--- config.mk ---
export PLATFORM = sky130hd
export DESIGN_NAME = rob_alloc_retire
export DESIGN_NICKNAME = d
export VERILOG_FILES = /design/src/rtl/rob_alloc_retire.sv
export SDC_FILE = /design/constraint.sdc
export NUM_CORES = 1
export LEC_CHECK = 0
export CORE_ASPECT_RATIO = 0.7
export CORE_UTILIZATION = 40
export CTS_CLUSTER_DIAMETER = 80
export DETAILED_ROUTE_END_ITERATION = 8
export SETUP_SLACK_MARGIN = 0.1
export SYNTH_ARGS = -nofsm -noshare
export SYNTH_HDL_FRONTEND = slang
export SYNTH_SLANG_ARGS = --single-unit
--- constraint.sdc ---
create_clock -name clk -period 7.3 [get_ports clk]
set_clock_uncertainty 0.1 [all_clocks]
set_input_delay 2.19 -clock clk [delete_from_list [all_inputs] [get_ports clk]]
set_output_delay 2.19 -clock clk [all_outputs]
set_load 0.02 [all_outputs]
--- src/rtl/rob_alloc_retire.sv ---
// Reorder-buffer bookkeeping: in-order allocation, writeback completion
// tracking and in-order retirement of up to MACHINE_WIDTH entries per cycle.
//
// Ports:
//   clk, reset          clock, synchronous active-high reset
//   alloc_valid/_dst    per-slot allocation requests (slot 0 oldest)
//   alloc_ready/_addr   room for a full group / granted ROB addresses
//   wb_valid/_addr      completion strobes per writeback port
//   retire_valid/_id/_preg  in-order retire pairs (arch dst, ROB addr)
//   flush               discard every entry
//   count               occupied entries
module rob_alloc_retire #(
  parameter int MACHINE_WIDTH = 2,
  parameter int WB_PORTS      = 2,
  parameter int ROB_DEPTH     = 16,
  parameter int ADDR_W        = 4,
  parameter int AREG_W        = 5
) (
  input  logic                                  clk,
  input  logic                                  reset,
  input  logic [MACHINE_WIDTH-1:0]              alloc_valid,
  input  logic [MACHINE_WIDTH-1:0][AREG_W-1:0]  alloc_dst,
  output logic                                  alloc_ready,
  output logic [MACHINE_WIDTH-1:0][ADDR_W-1:0]  alloc_addr,
  input  logic [WB_PORTS-1:0]                   wb_valid,
  input  logic [WB_PORTS-1:0][ADDR_W-1:0]       wb_addr,
  output logic [MACHINE_WIDTH-1:0]              retire_valid,
  output logic [MACHINE_WIDTH-1:0][AREG_W-1:0]  retire_id,
  output logic [MACHINE_WIDTH-1:0][ADDR_W-1:0]  retire_preg,
  input  logic                                  flush,
  output logic [ADDR_W:0]                       count
);

  localparam logic [ADDR_W+1:0] DEPTH_W = (ADDR_W+2)'(ROB_DEPTH);
  localparam logic [ADDR_W+1:0] MW_W    = (ADDR_W+2)'(MACHINE_WIDTH);

  logic [ADDR_W:0]                  head_q, head_d;
  logic [ADDR_W:0]                  tail_q, tail_d;
  logic [ROB_DEPTH-1:0]             valid_q, valid_d;
  logic [ROB_DEPTH-1:0]             done_q, done_d;
  logic [ROB_DEPTH-1:0][AREG_W-1:0] dst_q, dst_d;

  logic [ADDR_W+1:0] free;
  logic [ADDR_W:0]   n_alloc;
  logic [ADDR_W:0]   n_ret;
  logic              alloc_acc;
  logic [MACHINE_WIDTH-1:0][ADDR_W-1:0] ret_idx;

  // Occupancy and readiness come from registered state only, so
  // alloc_ready never sees same-cycle retires.
  always_comb begin
    count       = tail_q - head_q;
    free        = DEPTH_W - {1'b0, count};
    alloc_ready = (free >= MW_W);
    alloc_acc   = alloc_ready & ~flush;
  end

  // Valid slots are packed onto consecutive addresses from tail.
  always_comb begin
    n_alloc    = '0;
    alloc_addr = '0;
    for (int i = 0; i < MACHINE_WIDTH; i++) begin
      alloc_addr[i] = tail_q[ADDR_W-1:0] + n_alloc[ADDR_W-1:0];
      if (alloc_valid[i]) n_alloc = n_alloc + 1'b1;
    end
  end

  // Retire is a prefix chain from head; reset and flush silence it.
  always_comb begin
    logic chain;
    chain        = ~flush & ~reset;
    n_ret        = '0;
    retire_valid = '0;
    retire_id    = '0;
    retire_preg  = '0;
    ret_idx      = '0;
    for (int i = 0; i < MACHINE_WIDTH; i++) begin
      ret_idx[i]      = head_q[ADDR_W-1:0] + ADDR_W'(i);
      chain           = chain & valid_q[ret_idx[i]] & done_q[ret_idx[i]];
      retire_valid[i] = chain;
      retire_id[i]    = dst_q[ret_idx[i]];
      retire_preg[i]  = ret_idx[i];
      if (chain) n_ret = n_ret + 1'b1;
    end
  end

  always_comb begin
    head_d  = head_q;
    tail_d  = tail_q;
    valid_d = valid_q;
    done_d  = done_q;
    dst_d   = dst_q;
    if (flush) begin
      head_d  = '0;
      tail_d  = '0;
      valid_d = '0;
      done_d  = '0;
    end else begin
      for (int p = 0; p < WB_PORTS; p++) begin
        if (wb_valid[p] && valid_q[wb_addr[p]]) done_d[wb_addr[p]] = 1'b1;
      end
      for (int i = 0; i < MACHINE_WIDTH; i++) begin
        if (retire_valid[i]) begin
          valid_d[ret_idx[i]] = 1'b0;
          done_d[ret_idx[i]]  = 1'b0;
        end
      end
      head_d = head_q + n_ret;
      if (alloc_acc) begin
        for (int i = 0; i < MACHINE_WIDTH; i++) begin
          if (alloc_valid[i]) begin
            valid_d[alloc_addr[i]] = 1'b1;
            done_d[alloc_addr[i]]  = 1'b0;
            dst_d[alloc_addr[i]]   = alloc_dst[i];
          end
        end
        tail_d = tail_q + n_alloc;
      end
    end
  end

  always_ff @(posedge clk) begin
    if (reset) begin
      head_q  <= '0;
      tail_q  <= '0;
      valid_q <= '0;
      done_q  <= '0;
      dst_q   <= '0;
    end else begin
      head_q  <= head_d;
      tail_q  <= tail_d;
      valid_q <= valid_d;
      done_q  <= done_d;
      dst_q   <= dst_d;
    end
  end

endmodule
== Yosys cells after proc, flatten, opt, wreduce, memory -nomap -nowiden ==
Cells that the tools add are included.
W data, S select, Z words.
Storage, ports and cells
  memory bits (read-only): 0
  latch bits: 0
  memory bits (writable): 0
  bits of input ports: 25
  output and inout bits: 34
  memories: 0
  flip-flop bits (word level): 122
Cells by class
  multiplexer cells: 64
  $add $sub $neg: 8
  divide/modulo/power cells: 0
  reductions and logical operators: 10
  shift-type cells: 0
  multiply operators: 0
  magnitude comparators: 13
  bitwise operators: 22
  equal/unequal tests: 0
Operators by type and width (count)
  $mux W16: 22
  $mux W80: 4
  $bwmux W80: 2
  $and A16 B16 Y16: 6
  $not A16 Y16: 4
  $or A16 B16 Y16: 4
  $bmux W5 S4: 2
  $demux W5 S4: 2
  $lt A4 B5 Y1 const B: 6
  $mux W5: 6
  $bmux W1 S4: 6
  $demux W1 S4: 6
  $ge A4 B1 Y1 const B: 6
  $mux W1: 14
  $add A5 B1 Y5 const B: 2
  $add A5 B5 Y5: 2
  $logic_and A1 B1 Y1: 8
  $and A1 B1 Y1: 6
  $ge A6 B2 Y1 const B: 1
  $sub A5 B5 Y6 const A: 1
  $sub A5 B5 Y5: 1
  $add A4 B1 Y4 const B: 1
  $add A4 B4 Y4: 1
  $not A1 Y1: 2
  2 further kinds: 2

== Depth between registers and ports, before layout ==
Gate-level depths: netlist of run 1.
  depth after elaboration: 23
  depth in mapped cells: 16
  gate-level depth less buffers: 13

== Worst setup path after synthesis of run 1 ==
Ideal clock, no wire load.
  path kind: input-to-output
  from: input flush
  to: output retire_valid[1]
  buffers on the path: 0
  data arrival time: 3.357 ns
  stages on the path: 5
  setup slack: 1.653 ns
  cell sequence: nor2_1 o31ai_1 nor4_2 nand2_1 a21oi_1
On the way
  longest elaborated chain between the ends: 6
RTL lines
  from (decl): line 30  | input logic flush,
  $not A1 Y1 (no source line)
  $and A1 B1 Y1: line 71  | chain = ~flush & ~reset;
  $and A1 B1 Y1 (4 in series): line 79  | chain = chain & valid_q[ret_idx[i]] & done_q[ret_idx[i]];
  to (decl): line 27  | output logic [MACHINE_WIDTH-1:0] retire_valid,
Every way passes these cells.

== Worst setup path in the final report of run 1 ==
Ends and elaborated chain as after synthesis.

==> reports/summary.md, run 1 <==
### Status
* **status** complete, no violations

### Timing
* **count of pins over their slew limit** 0
* **number of failing setup endpoints in the final timing report** 0
* **hold violation count in the final report** 0
* **post-layout minimum cycle time** 6774 ps
* **share of the clock period used by the worst path after layout** 92.79%
* **RSZ-0062 raised after global routing** false
* **sum of negative setup slack** 0 ps
* **normalized max-slew margin** 24.01%
* **FMAX** 0.1476 GHz
* **post-route worst hold slack** 376.3 ps
* **Worst Tran Pin Value** 1128 ps

### Setup path
* **Worst EP required** 5010 ps
* **R2R depth** 13
* **endpoint of the worst-slack reg-to-reg timing path** head_q[4]
* **Worst R2R Start** head_q[0]
* **Worst setup startpoint** flush
* **Critical Path End** retire_valid[1]
* **Register-to-Register Setup Slack** 2570 ps
* **Setup crit start kind** input pin
* **classification of the worst setup path** in2out
* **Crit. End Element** primary output
* **data arrival time of the worst path** 4480 ps
* **critical path fanouts, max** 5

### GRT
* **Total Routing Usage GR** 26.79%
* **remaining global-route overflow** 0
* **largest net degree at the start of global routing** 83
* **vias in the first global route** 7923
* **wire length of the first global-routing pass** 47790 um
* **number of antenna violations at the first check in global routing** 0

### Finish
* **summed area of non-filler cells in the final layout** 10570 sq um
* **fraction of layout cells with a size suffix above 1** 16.52%
* **antenna cell count** 0
* **area occupied by multi-input gates** 5982 sq um
* **final layout net count** 1084
* **Layout area overhead** 14.23%
* **Seq. cell area** 2447 sq um
* **Fillers** 2206

### Logic synthesis
* **prevailing post-synth register cell** dfxtp_1
* **number of flip-flops and latches in the synthesized netlist** 122
* **number of flops mapped to enable cells by yosys** 0
* **mean area per synthesized cell** 8.987 sq um
* **async set or reset register ratio after synthesis** 0%
* **sequential cell area fraction in the yosys report** 26.39%
* **cell area after synthesis** 9256 sq um
* **total of warnings raised by yosys** 0
* **number of instances in the synthesized netlist** 1030
* **number of distinct standard cells referenced by the synthesized netlist** 71
* **net count after synthesis** 1079

### Route
* **antenna-violating nets left** 0
* **starting DRC count in detailed routing** 974
* **routed len/inst** 22.67 um
* **DRC violations left** 0
* **number of vias after detailed routing** 8587
* **Detailed Route WL** 30800 um
* **number of vias per cell** 6.319
* **first-pass detailed-route iteration total** 6

### Clock tree
* **total number of clock tree sinks** 122
* **number of buffers added to fix hold violations after cts** 0
* **post-CTS setup repair buffer count** 0
* **CTS HTree Levels** 4
* **number of gates resized after CTS** 0
* **post-CTS clock slew at the launch and capture registers of the worst setup and hold paths** 60 ps
* **worst skew pair latency** 430 ps
* **CTS tree** yes
* **Max Buffers Root-to-Sink** 2
* **cell at the root of the clock tree** clkbuf_16
* **total clock buffers created by CTS** 17

### Placed design
* **Final GP Congestion** 0.9429
* **quantity of I/O buffers inserted on ports** 58
* **HPWL reported at the end of detailed placement** 22820 um
* **placed cell area** 9931 sq um

### Die
* **total die area** 23760 sq um
* **# rows** 46
* **initial standard-cell utilization of the core** 40.82%
* **width of the die** 183.8 um
* **Vert. Die Dim** 129.3 um
* **Core Region** 22680 sq um
* **number of top-level pins** 59

### Power and ir drop
* **PnR Total Power** 1.845 mW
* **Pwr per Cell Area** 174.5 nW/um^2
* **highest ir drop seen on vdd** 176.6 uV
* **Leakage** 3.358 nW

### Job
* **max-cap violations** 0

### Worst hold path
* **HP Class** reg2reg

## routing by layer
| layer | global-route usage (%) | vias up | share of wire (%) |
|---|---|---|---|
| met4 | 6.422 | 4 | 1.5 |
| met2 | 35.65 | 447 | 40 |
| li1 | - | 3901 | - |
| met3 | 8.516 | 34 | 12 |
| met5 | 2.600 | - | 0.28 |
| met1 | 40.71 | 4201 | 47 |
## worst min-delay path by stage
stage                            to  slack (ps)  depth (start not counted)  startpoint
final                     dst_q[50]         380                          2   dst_q[50]
after global routing      dst_q[19]         400                          2   dst_q[19]
after CTS                 dst_q[19]         370                          2   dst_q[19]
after detailed placement  dst_q[19]         370                          2   dst_q[19]
after global placement    dst_q[51]         360                          2   dst_q[51]
after floorplan           dst_q[14]         350                          2   dst_q[14]
## cells in the mapped netlist (6+ instances only)
| master | instances | area (sq um) |
|---|---|---|
| mux4_2 | 64 | 1441 |
| dfxtp_1 | 122 | 2442 |
| o41ai_1 | 15 | 131.4 |
| clkbuf_1 | 51 | 191.4 |
| buf_2 | 18 | 90.09 |
| nand2b_1 | 29 | 181.4 |
| o21ai_0 | 66 | 330.3 |
| a32o_1 | 7 | 70.07 |
| nand2_1 | 84 | 315.3 |
| mux2i_1 | 10 | 100.1 |
| nor2b_1 | 9 | 56.30 |
| a221oi_1 | 51 | 446.7 |
| a221oi_2 | 32 | 480.5 |
| buf_4 | 14 | 105.1 |
| nand3_1 | 29 | 145.1 |
| a41o_1 | 7 | 70.07 |
| nor2_1 | 56 | 210.2 |
| and3_1 | 11 | 68.82 |
| o22ai_1 | 30 | 187.7 |
| o31ai_1 | 8 | 60.06 |
| and3b_1 | 6 | 52.55 |
| and2_1 | 7 | 43.79 |
| or3_1 | 38 | 237.7 |
| ha_1 | 21 | 262.8 |
| nand3b_1 | 29 | 217.7 |
| inv_1 | 105 | 394.1 |
| a21oi_1 | 21 | 105.1 |
## sequential cells by signal, indices dropped and copies added, names as in the netlist
| register | count |
|---|---|
| done_q | 16 |
| dst_q | 80 |
| head_q | 5 |
| tail_q | 5 |
| valid_q | 16 |
## metrics by stage
stage	instances	util [%]	setup WS, ps
floorplan	1030	-	1653
global placement	1328	43.79	667.5
detailed placement	1328	43.79	583.8
global route	1359	46.63	444.8
finish	1359	46.63	526.0
CTS	1359	46.63	580.6
## critical path, cell delays in order
cell and delay [ps]:
clkdlybuf4s50_1 500, nor2_1 200, o31ai_1 110, nor4_2 340
nand2_1 230, a21oi_1 270, clkdlybuf4s50_1 650
## cells by family after synthesis
family | Yosys count | synth area share, %
AOI/OAI and AO/OA | 268 | 23.26
xor gates and xnor gates | 9 | 1.095
adders and majority gates | 24 | 3.487
buffers and inverters | 197 | 9.043
DFF | 122 | 26.39
muxes | 77 | 17.17
and+or+nand+nor | 333 | 19.56
## area by class of cell
class	instances	area share, %
multi-input cells	711	56.57
clock buffers	23	4.520
inverters	108	3.834
well taps	312	3.692
repair buffers	75	6.674
flip-flops and latches	122	23.15
clock inverters	8	1.562
## cells in the final DEF (no fill, tap or decap), drive strengths merged, types with 6 or more instances in the layout
master / netlist / final
o41ai: 15 / 15
dfxtp: 122 / 122
o22ai: 30 / 30
nand3: 29 / 29
a41o: 7 / 7
a221oi: 83 / 83
ha: 21 / 21
and3: 11 / 11
clkbuf: 51 / 23
a21oi: 21 / 21
mux4: 64 / 64
clkdlybuf4s50: 0 / 57
nand2b: 29 / 29
and2: 8 / 8
nand2: 85 / 85
inv: 108 / 108
nor2b: 9 / 9
xnor2: 6 / 6
o31ai: 10 / 10
a32o: 7 / 7
or3: 40 / 40
nand3b: 29 / 29
o21ai: 67 / 67
mux2i: 12 / 12
buf: 38 / 18
and3b: 6 / 6
nor2: 57 / 57
nor3b: 6 / 6
## where the power goes
part           switching, mW  internal, mW  leakage [nW]
clock                  0.316         0.630         0.317
sequential            0.0123         0.676         0.986
combinational          0.131        0.0802          2.05
Note: power is estimated with default switching activity, not from simulation.
==> inputs of run 2 (changes only) <==
--- a/config.mk
+++ b/config.mk
@@ -13,3 +13,4 @@
 export SYNTH_ARGS = -nofsm -noshare
 export SYNTH_HDL_FRONTEND = slang
 export SYNTH_SLANG_ARGS = --single-unit
+export TNS_END_PERCENT = 100
==> results of run 2 <==
Same layout as run 1: the final DEF is identical, and so are final timing and power.
==> inputs of run 3 (changes only) <==
--- a/config.mk
+++ b/config.mk
@@ -6,6 +6,7 @@
 export NUM_CORES = 1
 export LEC_CHECK = 0
 export CORE_ASPECT_RATIO = 0.7
+export CORE_MARGIN = 2
 export CORE_UTILIZATION = 40
 export CTS_CLUSTER_DIAMETER = 80
 export DETAILED_ROUTE_END_ITERATION = 8
==> run 3 against run 2 <==
Utilization decreased by 0.50 points. Power down 8.2%. Cell count is the same. Largest cell class unchanged.
==> reports/summary.md, run 3 (synthesis results as in run 1) <==
### Status
* **status** complete, no violations, unchanged

### Finish
* **final layout net count** 1085, was 1084
* **Layout area overhead** 13.02%, was 14.23%
* **non-filler instance count after layout** 1359, unchanged
* **Largest register FFs** 80, unchanged
* **commonest non-fill, non-tap cell in the layout** dfxtp_1, unchanged
* **register with the highest flop count** dst_q, unchanged
* **fraction of layout cells with a size suffix above 1** 16.05%, was 16.52%
* **registers with the most flip-flops** dst_q x80, done_q x16, valid_q x16, unchanged
* **antenna cell count** 0, unchanged
* **most frequent cells in the layout** 120 x dfxtp_1, 105 x inv_1, 84 x nand2_1, unchanged
* **Fillers** 2243, was 2206

### Route
* **antenna-violating nets left** 0, unchanged
* **number of vias per cell** 6.389, was 6.319
* **starting DRC count in detailed routing** 1021, was 974
* **first-pass detailed-route iteration total** 6, unchanged
* **routed len/inst** 22.89 um, was 22.67 um
* **Detailed Route WL** 31100 um, was 30800 um
* **number of vias after detailed routing** 8682, was 8587
* **DRC violations left** 0, unchanged

### GRT
* **wire length of the first global-routing pass** 48120 um, was 47790 um
* **vias in the first global route** 7941, was 7923
* **number of antenna violations at the first check in global routing** 0, unchanged
* **Total Routing Usage GR** 26.01%, was 26.79%
* **remaining global-route overflow** 0, unchanged
* **largest net degree at the start of global routing** 83, unchanged

### Timing
* **post-route worst hold slack** 372.9 ps, was 376.3 ps
* **normalized max-slew margin** 21.20%, was 24.01%
* **share of the clock period used by the worst path after layout** 92.57%, was 92.79%
* **Worst Tran Pin Value** 1182 ps, was 1128 ps
* **count of pins over their slew limit** 0, unchanged
* **RSZ-0062 raised after global routing** false, unchanged
* **post-layout minimum cycle time** 6758 ps, was 6774 ps
* **hold violation count in the final report** 0, unchanged
* **sum of negative setup slack** 0 ps, unchanged
* **FMAX** 0.1480 GHz, was 0.1476 GHz
* **number of failing setup endpoints in the final timing report** 0, unchanged

### Clock tree
* **total clock buffers created by CTS** 17, unchanged
* **CTS HTree Levels** 4, unchanged
* **Max Buffers Root-to-Sink** 2, unchanged
* **worst skew pair latency** 430 ps, about the same
* **post-CTS clock slew at the launch and capture registers of the worst setup and hold paths** 50 ps, was 60 ps
* **number of gates resized after CTS** 0, unchanged
* **number of buffers added to fix hold violations after cts** 0, unchanged
* **total number of clock tree sinks** 122, unchanged
* **CTS tree** yes, unchanged
* **cell at the root of the clock tree** clkbuf_16, unchanged
* **post-CTS setup repair buffer count** 0, unchanged

### Die
* **total die area** 24390 sq um, was 23760 sq um
* **number of top-level pins** 59, unchanged
* **Vert. Die Dim** 131.3 um, was 129.3 um
* **width of the die** 185.8 um, was 183.8 um
* **# rows** 46, unchanged
* **Core Region** 22680 sq um, unchanged
* **initial standard-cell utilization of the core** 40.82%, unchanged

### Setup path
* **Worst EP required** 5010 ps, about the same
* **Crit. End Element** primary output, unchanged
* **Setup crit start kind** input pin, unchanged
* **classification of the worst setup path** in2out, unchanged
* **Worst setup startpoint** flush, unchanged
* **Worst R2R Start** head_q[1], was head_q[0]
* **data arrival time of the worst path** 4470 ps, was 4480 ps
* **critical path fanouts, max** 5, unchanged

### Power and ir drop
* **Leakage** 3.301 nW, was 3.358 nW
* **highest ir drop seen on vdd** 171.3 uV, was 176.6 uV
* **PnR Total Power** 1.694 mW, was 1.845 mW
* **Pwr per Cell Area** 162.0 nW/um^2, was 174.5 nW/um^2

### Worst hold path
* **HP Class** reg2reg, unchanged
* **start point of the worst min-delay path** dst_q[58], was dst_q[50]

### Placed design
* **Final GP Congestion** 0.9547, was 0.9429
* **HPWL reported at the end of detailed placement** 22610 um, was 22820 um
* **quantity of I/O buffers inserted on ports** 58, unchanged
* **number of cells after detailed placement** 1329, was 1328

### Job
* **max-cap violations** 0, unchanged

[run 3: cell count changes in the layout (fill, tap and decap cells not counted), sizes merged]
cell / change
clkinv: -1
bufinv: -4
buf: +1
clkbuf: +4
[run 3: worst paths after layout]
check / to / slack (ps) / cells past startpoint
worst max-delay path: retire_valid[1] / 540 / 7
worst min-delay path: dst_q[58] / 370 / 2
worst max register to register: head_q[4] / 2680 / 13
worst min register to register: dst_q[58] / 370 / 2
[run 3: through the flow]
stage | setup WS (ps) | util (%) | cell area [sq um]
floorplan | 1653 | - | 9256
global placement | 682.0 | 43.83 | 9938
detailed placement | 604.9 | 43.83 | 9938
CTS | 600.3 | 46.13 | 10460
global route | 454.6 | 46.13 | 10460
finish | 542.2 | 46.13 | 10460
[run 3: layer usage]
layer / track usage, % / vias up / wire length (um)
li1: - / 3895 / -
met1: 40.59 / 4278 / 14810
met2: 33.48 / 470 / 12190
met3: 9.063 / 37 / 3682
met4: 5.337 / 2 / 335
met5: 2.737 / - / 87
[run 3: where the power goes]
group,total (mW),switching [mW],internal [mW]
Sequential,0.689,0.0124,0.676
Clock,0.792,0.311,0.481
Combinational,0.213,0.133,0.0805
Total,1.69,0.456,1.24
[run 3: area by class of cell]
| cell class | instances | area (sq um) | area share [%] |
|---|---|---|---|
| multi-input cells | 711 | 5982 | 57.18 |
| inverters | 108 | 405.4 | 3.875 |
| well taps | 312 | 390.4 | 3.732 |
| flip-flops and latches | 122 | 2447 | 23.39 |
| repair buffers | 76 | 713.2 | 6.817 |
| clock buffers | 27 | 483.0 | 4.617 |
| clock inverters | 3 | 40.04 | 0.3827 |
[run 3: worst max-delay path, stage by stage]
cell             delay (ps)
clkdlybuf4s50_1         500
nor2_1                  190
o31ai_1                 110
nor4_2                  330
nand2_1                 190
a21oi_1                 290
clkdlybuf4s50_1         650
